--- src/rtl/vend_ctrl.sv ---
// Vending machine controller: coin credit, drink dispense and change return.
// Optional VEND_TIMEOUT_EN refunds the drink price if delivery is never confirmed.
module vend_ctrl #(
    parameter int PRICE      = 3,
    parameter int MAX_CREDIT = 7,
    parameter int TIMEOUT    = 15
) (
    input  logic       clk,
    input  logic       resetn,
    input  logic       coin,
    input  logic       cancel,
    input  logic       selection,
    input  logic       received,
    output logic       flash,
    output logic       drink,
    output logic       change,
    output logic       reject,
    output logic       accept,
    output logic [3:0] credit
);

    typedef enum logic [1:0] {IDLE, CREDIT, VEND, CHANGE} state_t;

    localparam logic [3:0] PRICE_U = 4'(PRICE);
    localparam logic [3:0] MAX_U   = 4'(MAX_CREDIT);

    state_t     state, state_next;
    logic [3:0] credit_next;
    logic       reject_next;

`ifdef VEND_TIMEOUT_EN
    localparam int TW = $clog2(TIMEOUT + 1);
    localparam logic [TW-1:0] TIMER_LAST = TW'(TIMEOUT - 1);

    logic [TW-1:0] timer, timer_next;
    logic [4:0]    refund_sum;
    logic [3:0]    refund_credit;

    assign refund_sum    = {1'b0, credit} + 5'(PRICE);
    assign refund_credit = (refund_sum > 5'd15) ? 4'd15 : refund_sum[3:0];
`else
    // TIMEOUT only matters when the timeout feature is compiled in
    if (TIMEOUT < 1) begin : g_timeout_out_of_range
    end
`endif

    always_comb begin
        state_next  = state;
        credit_next = credit;
        reject_next = 1'b0;
`ifdef VEND_TIMEOUT_EN
        timer_next  = '0;
`endif
        case (state)
            IDLE: begin
                if (coin) begin
                    credit_next = 4'd1;
                    state_next  = CREDIT;
                end
            end
            CREDIT: begin
                if (coin) begin
                    if (credit < MAX_U) credit_next = credit + 4'd1;
                    else                reject_next = 1'b1;
                end
                // A coin arriving with cancel is counted first, so it is refunded too
                if (cancel) begin
                    state_next = CHANGE;
                end else if (selection && credit >= PRICE_U) begin
                    credit_next = credit_next - PRICE_U;
                    state_next  = VEND;
                end
            end
            VEND: begin
`ifdef VEND_TIMEOUT_EN
                timer_next = timer + 1'b1;
`endif
                if (received) begin
                    state_next = (credit != 4'd0) ? CHANGE : IDLE;
`ifdef VEND_TIMEOUT_EN
                end else if (timer == TIMER_LAST) begin
                    credit_next = refund_credit;
                    state_next  = CHANGE;
`endif
                end
            end
            CHANGE: begin
                credit_next = (credit != 4'd0) ? credit - 4'd1 : 4'd0;
                if (credit <= 4'd1) state_next = IDLE;
            end
            default: state_next = IDLE;
        endcase
`ifdef VEND_TIMEOUT_EN
        if (state_next != VEND) timer_next = '0;
`endif
    end

    // Outputs are decoded from the next state so they come straight from flops
    always_ff @(posedge clk or negedge resetn) begin
        if (!resetn) begin
            state  <= IDLE;
            credit <= 4'd0;
            flash  <= 1'b1;
            drink  <= 1'b0;
            change <= 1'b0;
            reject <= 1'b0;
            accept <= 1'b1;
        end else begin
            state  <= state_next;
            credit <= credit_next;
            flash  <= (state_next == IDLE);
            drink  <= (state_next == VEND);
            change <= (state_next == CHANGE);
            reject <= reject_next;
            accept <= (state_next == IDLE) || (state_next == CREDIT);
        end
    end

`ifdef VEND_TIMEOUT_EN
    always_ff @(posedge clk or negedge resetn) begin
        if (!resetn) timer <= '0;
        else         timer <= timer_next;
    end
`endif

endmodule
--- config.mk ---
export PLATFORM = sky130hd
export DESIGN_NAME = vend_ctrl
export DESIGN_NICKNAME = d
export VERILOG_FILES = /design/src/rtl/vend_ctrl.sv
export SDC_FILE = /design/constraint.sdc
export NUM_CORES = 1
export LEC_CHECK = 0
export CAP_MARGIN = 30
export CORE_UTILIZATION = 55
export CTS_CLUSTER_SIZE = 8
export DETAILED_ROUTE_END_ITERATION = 8
export GPL_TIMING_DRIVEN = 0
export PLACE_DENSITY_LB_ADDON = 0.25
export SLEW_MARGIN = 20
export SYNTH_ARGS = -nofsm -noshare
export SYNTH_HDL_FRONTEND = slang
export SYNTH_SLANG_ARGS = --single-unit
--- constraint.sdc ---
create_clock -name clk -period 3.2 [get_ports clk]
set_clock_uncertainty 0.15 [all_clocks]
set_input_delay 0.64 -clock clk [delete_from_list [all_inputs] [get_ports clk]]
set_output_delay 0.64 -clock clk [all_outputs]
set_load 0.005 [all_outputs]
# Word level (Yosys, flattened, before mapping)
# Index checks and enable logic that the tools add are counted.
# classes
addsub	3
order_cmp	3
n_eq_ne	7
n_mux	18
reduce_logical	7
# ops
op	count
two-way mux 4 bit	7
two-way mux 2 bit	6
case mux 4 bit (3 select lines)	1
equality test 2 bit (second input constant)	4
case mux 2 bit (4 select lines)	1
adder 4 x 1 -> 4 bit (second input constant)	1
equality test 2 x 1 -> 1 bit (second input constant)	2
>= comparator 4 x 2 -> 1 bit (second input constant)	1
<= comparator 4 x 1 -> 1 bit (second input constant)	1
zero test 2 bit	2
less-than comparator 4 x 3 -> 1 bit (second input constant)	1
nonzero test 4 bit	1
subtractor 4 x 1 -> 4 bit (second input constant)	1
subtractor 4 x 2 -> 4 bit (second input constant)	1
two-way mux 1 bit	3
nonzero test 3 bit	1
!= test 2 bit (second input constant)	1
AND reduction 2 bit	1
logical AND 1 bit	1
logical OR 1 bit	1
# word_totals
ff_bits	11
inputBits	6
output_inout_bits	9
wordCells	45

# Depth between registers and ports, before layout
# depth
depth_word	8
depth_mapped	8
mapped_depth_nobuf	8

# Worst setup path after synthesis
# OpenSTA, ideal clock, no wires.
# synth_path
path_kind	in2reg
from	in coin
to	reg credit[2]
setup_ps	118
arrival_ps	1847
required_ps	2932
slack_ps	1085
stages	8
n_path_buf	1
path_cell_list	nor2b_1 clkbuf_2 a21oi_1 a31o_2 ha_1 nor3_1 xnor2_1 a21o_1
# synth_between
elab_chain_cells	6
word_cells_on_any_way	8
cone_classes	add/sub: 1; eq/ne: 1; mux: 5; reduce/logical: 1
# synth_lines
element	line_no	source
from (decl)	10	input logic coin,
two-way mux 4 bit	62	if (coin) begin
two-way mux 4 bit	54	case (state)
subtractor 4 x 2 -> 4 bit	70	credit_next = credit_next - PRICE_U;
two-way mux 4 bit	69	end else if (selection && credit >= PRICE_U) begin
two-way mux 4 bit	67	if (cancel) begin
case mux 4 bit (3 select lines)	54	
to (signal assigned)	110	credit <= credit_next;
to (decl)	19	output logic [3:0] credit
# Parallel ways exist; a longest one is shown, timed or not. The select of a mux whose other input is x is not followed.
# A chain may end at the register's enable or synchronous reset.

# Final worst setup path
# Same ends and word-level chain as after synthesis.

==> flow_summary.yaml <==
setup_path:
  slowest_delay_ns: 0.57
  r2r_end: "credit[2]"
  crit_path_start_kind: "input port"
  cp_data_arrival_time_ns: 2.65
  cp.required_ns: 3.23
  r2r_setup_slack_ns: 0.87
  path_delay_family: "buffers and inverters"
  r2r_start: "credit[1]"
  r2r_cells: 8
  critPathSlowestCell: "clkdlybuf4s50_1"
  critical_path_depth: 9
  critical_path_class: "in -> reg"
  path_buf_inv: 2
  worstPathCellList: "clkdlybuf4s50_1 -> nor2b_1 -> clkbuf_2 -> a21oi_1 -> a31o_2 -> ha_1 -> nor3_1 -> xnor2_1 -> a21o_1"
  crit_fanout: 8
  crit_path_end_kind: "flop"
clock_tree:
  clk_latency_ns: 0.28
  cts_resized: 0
  cts_root_buffer: "clkbuf_4"
  clk_pin_slew_ns: 0.08
  cts_buffer_depth: 2
  cts_tree: "built"
  post_cts_buffers: 0
  htree_levels: 1
  numCtsBuffers: 3
  ctsHoldBuffers: 0
  cts_sinks: 11
placement:
  dp_hpwl_mm: 1.44
  io_buffers: 14
  finalWeightedCongestion: 0.921
synth:
  synth.avg_cell_area_um2: 8.93
  async_flop_share: 1.00
  syn_nets: 105
  yosysMostFrequentCell: "dfrtp_1"
  yosysWarnings: 0
  synth_area_leader_cell: "dfrtp_1"
  synthDistinctLibCells: 42
  synth-seq-cells: 11
  synthFlopType: "dfrtp_1"
  synth_area_leaders: "dfrtp_1 (27%), dfstp_2 (6.2%), ha_1 (5.9%)"
  yosysSeqAreaShare: 0.327
  synthCells: 95
  yosys-top-cells-count: "dfrtp_1 (9), a21oi_1 (6), nor2b_1 (6), nor3_1 (6)"
  syn-cell-area_um2: 848
  synth_top_area_frac: 0.265
  synth-edff-count: 0
die:
  fp.coreArea_mm2: 0.00137
  die_area_mm2: 0.00170
  start_util: 0.621
  die_x_um: 41.3
  io_pins: 15
  die_h_um: 41.3
  num_rows: 13
drt:
  ant_nets: 0
  wl_per_cell_um: 15.8
  drt_iter0_drc: 48
  wirelength_mm: 2.02
  via_per_inst: 6.57
  firstDrtPassIters: 4
  wl_met3_um: 201
  via_count: 841
  route.detailed.drc: 0
  top_layer_used: "met4"
  met1_length_um: 891
  wl_met2_um: 897
global_route:
  antenna_found_initial: 0
  grt_pass1_wl_mm: 3.08
  first_global_vias: 688
  grt.total_usage: 0.286
  grt_max_degree: 12
  gr-total-overflow: 0
timing:
  relSlewSlack: 0.665
  final_hold_viol_count: 0
  drv_slew: 0
  setup_viol: 0
  timing.fmax_mhz: 381
  worst_pin_slew_ns: 0.500
  setup_tns_ns: 0
  fin_crit_ns: 2.63
  rsz0062_at_grt: "false"
  min_period_over_period: 0.821
final_layout:
  area_delta_synth_final_pct: 21.8
  diodes: 0
  fill_cells: 101
  layout.nets: 124
  layout-drive-gt1-share: 0.150
power:
  power_density_mw_per_mm2: 1050
  ir_worst_vdd_mv: 0.623
  totalPowerFinal_uw: 1080
  p_leak_uw: 0.000434
worst_hold_path:
  hold_class: "in -> async"
flow_run:
  maxCapViolCount: 0
outcome:
  status: "finished, final reports clean"
## how the worst max path moves through the flow
stage	from	slack (ns)	to
5_1_grt	coin	0.43	credit[2]
3_3_place_gp	coin	0.34	credit[2]
3_5_place_dp	coin	0.31	credit[2]
4_1_cts	coin	0.59	credit[2]
6_report	coin	0.57	credit[2]
2_1_floorplan	coin	1.09	credit[2]
## area by class of cell
class	count	area (µm²)	area share
multi-input combinational	73	522	0.505
sequential	11	278	0.269
timing repair buffer	14	140	0.136
buffer	6	30.0	0.0291
clock buffer	4	26.3	0.0254
inverter	5	18.8	0.0182
tap	15	18.8	0.0182
## flip-flops by register name (all words and copies together), names as in the netlist
register,flops
accept,1
flash,1
change,1
credit,4
reject,1
state,2
drink,1
## metal layers
| metal | global-route usage | up-vias |
|---|---|---|
| met3 | 0.0652 | 6 |
| li1 | - | 399 |
| met1 | 0.351 | 383 |
| met4 | 0.0968 | 0 |
| met5 | 0 | - |
| met2 | 0.484 | 53 |
## where the power goes
| group | switching, µW | leakage (µW) | internal [µW] |
|---|---|---|---|
| Clock | 49.1 | 0.0000150 | 48.3 |
| Sequential | 54.8 | 0.000132 | 214 |
| Combinational | 381 | 0.000287 | 336 |
| Total | 485 | 0.000434 | 598 |
## layout by cell type, fill, tap and decap left out, types with 2 or more instances in the layout
master           netlist  layout
inv_1                  5       5
nor3b_1                2       2
nand2b_1               3       3
clkbuf_4               0       3
a2111oi_0              2       2
nor2b_1                6       6
a311oi_1               2       2
dfstp_2                2       2
a21oi_1                6       6
nor2_1                 5       5
buf_2                  5       5
a31oi_1                2       2
o21ai_0                3       3
or3b_1                 2       2
nand2_1                5       5
nor3_1                 6       6
clkdlybuf4s50_1        0      14
dfrtp_1                9       9
ha_1                   4       4
xnor2_1                2       2
## logic make-up (layout without fill, tap and decap cells)
kind of cell,Yosys count,after routing,synth area share
AOI/OAI and AO/OA,28,28,0.252
xor gates and xnor gates,2,2,0.0207
buffers and inverters,11,29,0.0575
and+or+nand+nor,39,39,0.283
DFF,11,11,0.327
adders and majority gates,4,4,0.0590
## through the flow
step                setup WS, ns   util  std cells  instance area, µm²  hold WS (ns)
global route               0.432  0.756        128                1030         0.588
global placement           0.340  0.737        124                1010         0.511
finish                     0.574  0.756        128                1030         0.541
detailed placement         0.306  0.737        124                1010         0.514
floorplan                   1.09      -         95                 848         0.194
CTS                        0.588  0.756        128                1030         0.541
No activity file was read; power rests on OpenSTA's default activity.
